$ cat config.mk
export PLATFORM = sky130hd
export DESIGN_NAME = pc_unit
export DESIGN_NICKNAME = d
export VERILOG_FILES = /design/src/rtl/pc_unit.sv
export SDC_FILE = /design/constraint.sdc
export NUM_CORES = 1
export LEC_CHECK = 0
export ABC_AREA = 1
export BUFFER_PORTS_ARGS = -buffer_cell sky130_fd_sc_hd__buf_2
export CAP_MARGIN = 20
export CELL_PAD_IN_SITES_DETAIL_PLACEMENT = 1
export CELL_PAD_IN_SITES_GLOBAL_PLACEMENT = 1
export CORE_MARGIN = 4
export CORE_UTILIZATION = 46
export DETAILED_ROUTE_END_ITERATION = 7
export PLACE_DENSITY = 0.85
export SLEW_MARGIN = 20
export SYNTH_ARGS = -nofsm -noshare
export SYNTH_HDL_FRONTEND = slang
export SYNTH_SLANG_ARGS = --single-unit
export TNS_END_PERCENT = 1
$ cat constraint.sdc
create_clock -name clk -period 3.6 [get_ports clk]
set_input_delay 0.18 -clock clk [delete_from_list [all_inputs] [get_ports clk]]
set_output_delay 0.18 -clock clk [all_outputs]
set_load 0.01 [all_outputs]
$ cat src/rtl/pc_unit.sv
// pc_unit: IF-stage word-addressed PC with seq/branch/jump/call/ret updates and a circular return-address stack
module pc_unit #(
  parameter int ADDR_W = 13,
  parameter int RAS_DEPTH = 4,
  parameter logic [ADDR_W-1:0] RESET_PC = '0
) (
  input  logic                           clk,
  input  logic                           reset,
  input  logic                           en,
  input  logic [2:0]                     op,
  input  logic [ADDR_W-1:0]              offset,
  input  logic [ADDR_W-1:0]              target,
  output logic [ADDR_W-1:0]              pc,
  output logic [ADDR_W-1:0]              pc_plus1,
  output logic [$clog2(RAS_DEPTH):0]     ras_count,
  output logic                           ras_full,
  output logic                           ras_empty,
  output logic                           ras_err
);
  localparam int PW = $clog2(RAS_DEPTH);
  localparam int CW = PW + 1;
  typedef enum logic [2:0] {
    OP_HOLD, OP_SEQ, OP_BRANCH, OP_JUMP, OP_CALL, OP_RET, OP_RESTART, OP_RSVD
  } op_t;
  logic [ADDR_W-1:0] stack [RAS_DEPTH];
  logic [PW-1:0]     wp, wp_n, top;
  logic [ADDR_W-1:0] pc_n;
  logic [CW-1:0]     cnt_n;
  logic              err_n, push;
  assign pc_plus1  = pc + 1'b1;
  assign ras_full  = ras_count == CW'(RAS_DEPTH);
  assign ras_empty = ras_count == '0;
  assign top       = wp - 1'b1;
  always_comb begin
    pc_n  = pc;
    cnt_n = ras_count;
    wp_n  = wp;
    err_n = ras_err;
    push  = 1'b0;
    if (en) begin
      case (op_t'(op))
        OP_SEQ:     pc_n = pc_plus1;
        OP_BRANCH:  pc_n = pc + offset;
        OP_JUMP:    pc_n = target;
        OP_CALL: begin
          push  = 1'b1;
          pc_n  = target;
          wp_n  = wp + 1'b1;
          cnt_n = ras_full ? ras_count : ras_count + 1'b1;
          err_n = ras_err | ras_full;
        end
        OP_RET: begin
          err_n = ras_err | ras_empty;
          pc_n  = ras_empty ? pc : stack[top];
          wp_n  = ras_empty ? wp : top;
          cnt_n = ras_empty ? ras_count : ras_count - 1'b1;
        end
        OP_RESTART: begin
          pc_n  = RESET_PC;
          cnt_n = '0;
          wp_n  = '0;
          err_n = 1'b0;
        end
        default:    pc_n = pc;
      endcase
    end
  end
  always_ff @(posedge clk) begin
    if (reset) begin
      pc        <= RESET_PC;
      ras_count <= '0;
      wp        <= '0;
      ras_err   <= 1'b0;
    end else begin
      pc        <= pc_n;
      ras_count <= cnt_n;
      wp        <= wp_n;
      ras_err   <= err_n;
    end
  end
  // a full stack wraps wp onto the oldest slot, so overflow overwrites it for free
  always_ff @(posedge clk)
    if (push && !reset) stack[wp] <= pc_plus1;
endmodule

==> impl_metrics.toml <==
[routing]
ant_nets = 0
drc = 0
vias = 3963
wl_per_cell_um = 18.7
drt_pass1_iterations = 5
drtIter0Drc = 247
wl_mm = 13.3
vias_per_cell = 5.57

[logic_synthesis]
async_flop_share = 0
synth_flop_cell = "edfxtp_1"
ys_warn_count = 0
ys_seq_area_frac = 0.459
synthAdderAreaFrac = 0.0598
synth_compound_area_frac = 0.101
syn_nets = 583
synth_top_family_by_area = "simple AND/OR/NAND/NOR gates"
synth_seq_cells = 71
synth_xor_area_frac = 0.0166
yosys.cell_types.count = 42
postSynthAreaPerCell_um2 = 7.94
synth_largest_area_cell = "edfxtp_1"
ys_top_cells_by_area = "edfxtp_1, nand2_1, dfxtp_1"
synthSimpleGateAreaFrac = 0.285
synth_top_cell_area_share = 0.369
synth_edf_count = 52
synthCells = 532
synth_area_mm2 = 0.00423
muxShareOfSynthArea = 0

[timing]
min_period_ns = 2.71
timing.fmax_mhz = 369
setup_ws_ns = 0.892
relSlewSlack = 0.256
worst_pin_slew_ns = 1.11
hold_viol = 0
setup_viol = 0
finClkSkew_ns = 0.0117
rsz0062_at_grt = "false"
whs_ns = 0.0737
period_share = 0.752
slew_violations = 0
timing.setup.tns_ns = 0

[placed_design]
place_inst = 695
preCtsSetupSlack_ns = 1.02
dpl_cell_area_mm2 = 0.00465
port-buffer-count = 63
place.detailed.hpwl_mm = 9.98
gp_congestion = 0.840

[grt]
antenna_found_initial = 0
grt_usage = 0.249
grt_max_degree = 32
grt_pass1_vias = 4113
gr-total-overflow = 0
grt_pass1_wl_mm = 21.3

[finish]
fillers = 1147
final_nets = 649
antenna_cells = 0
final_core_util = 0.548
finalNonFillerCells = 711
area_growth_syn_to_layout_pct = 14.7
final_layout_size_suffix_gt1_frac = 0.171
multi_input_area_mm2 = 0.00196
area.sequential_mm2 = 0.00194
design_area_mm2 = 0.00485

[power_and_ir_drop]
p_sw_mw = 0.573
p_int_mw = 1.41
p_comb_frac = 0.195
clkPwrFrac = 0.338
p_leak_nw = 2.21
vdd_ir_drop_max_v = 0.000137
swShare = 0.289
pwr-share-seq = 0.466
power_density_mw_per_mm2 = 409
power_mw = 1.98

[clocking]
post-cts-setup-buffers = 0
cts-root-buf = "clkbuf_8"
cts_max_level = 3
ctsHoldBuffers = 0
clk_pin_slew_ns = 0.08
clockBufferDepth = 2
ctsResizeCount = 0
cts_sinks = 71
insertion_delay_ns = 0.35
cts_tree = "yes"
cts_buffers = 9

[die]
initial_utilization = 0.478
die_y_um = 104
core_mm2 = 0.00885
placementRows = 34
io_pins = 64
die_area_mm2 = 0.0108
die_x_um = 104

[worst_setup_path]
cp_max_fo = 31
regToRegSetupSlack_ns = 0.89
path_class = "reg2reg"
cp-end-kind = "flop"
worstPathRequired_ns = 3.83
arrival_ns = 2.93
startpoint_type = "flop"

[min_path]
hold_path.class = "in2reg"

[job]
maxCapViolations = 0

[run_status]
status = "finished clean"
[layer usage]
layer | track usage | wire length (µm) | up-vias
li1 | - | - | 1890
met1 | 0.317 | 5780 | 1965
met2 | 0.435 | 6730 | 91
met3 | 0.0360 | 522 | 17
met4 | 0.0845 | 236 | 0
met5 | 0 | 0 | -
[power by group through the flow]
stage / clock (mW) / combinational, mW / sequential, mW
2_1_floorplan: 0 / 0.250 / 0.941
3_3_place_gp: 0 / 0.361 / 0.941
3_5_place_dp: 0 / 0.382 / 0.942
4_1_cts: 0.678 / 0.388 / 0.924
5_1_grt: 0.714 / 0.434 / 0.927
6_report: 0.671 / 0.387 / 0.925
[path summary, 6_finish.rpt]
kind                             start                        end  cells past startpoint
max reg2reg         wp[0]$_SDFFE_PP0P_        pc[10]$_SDFFE_PP0P_                     11
max                 wp[0]$_SDFFE_PP0P_        pc[10]$_SDFFE_PP0P_                     11
min reg2reg  ras_count[2]$_SDFFE_PP0P_  ras_count[2]$_SDFFE_PP0P_                      2
min                                 en       ras_err$_SDFFE_PP0P_                      2
[Yosys cell counts, types with 4 or more instances]
library cell  count
nor2_1           36
a21oi_1          28
xor2_1            5
clkbuf_1          4
inv_1            58
nand4_1          11
buf_2             5
o21ai_1           5
o22ai_1           4
inv_2             8
a211oi_1          5
o21ai_0          16
edfxtp_1         52
ha_1             17
dfxtp_1          19
o21bai_1          5
nand2_1         167
nand3_1          50
[cell type report]
cell class	instances	share of cell area
clock buffer	10	0.0263
tap	108	0.0279
inverter	69	0.0537
multi-input combinational	379	0.404
clock inverter	6	0.0155
timing repair buffer	68	0.0728
sequential	71	0.400
[registers in the layout, indices dropped and copies added (netlist names)]
signal,count
ras_count,3
wp,2
ras_err,1
pc,13
stack,52
[critical path: stages (launching register included)]
cell and delay (ns):
dfxtp_1 0.31, buf_4 0.30, clkinv_1 0.15, ha_1 0.49
inv_1 0.44, nand2_1 0.13, a21oi_1 0.17, nor2_1 0.08
a211oi_1 0.25, nand2_1 0.10, nand2_1 0.09, a21oi_1 0.07
[cell usage in the layout (no fill, tap or decap), types with 3 or more instances in the layout]
cell type  Yosys  routed
o21bai_1       5       5
inv_1         58      58
nand4_1       11      11
ha_1          17      17
o21ai_1        5       5
clkinv_1       2       6
clkbuf_8       0       9
o22ai_1        4       4
nand3_1       50      50
buf_4          2       5
o21ai_0       16      16
buf_2          5      63
nand2_1      167     167
nor2_1        36      35
dfxtp_1       19      19
edfxtp_1      52      52
xnor2_1        3       3
inv_2          8       8
nor3_1         3       3
a211oi_1       5       5
xor2_1         5       5
a21oi_1       28      28
[logic make-up (layout without fill, tap and decap cells)]
family,Yosys count,count (layout)
AOI/OAI and AO/OA,72,72
xor gates and xnor gates,8,8
adders and majority gates,19,19
buffers and inverters,82,153
DFF,71,71
and+or+nand+nor,280,280
Note: power is estimated with default switching activity, not from simulation.
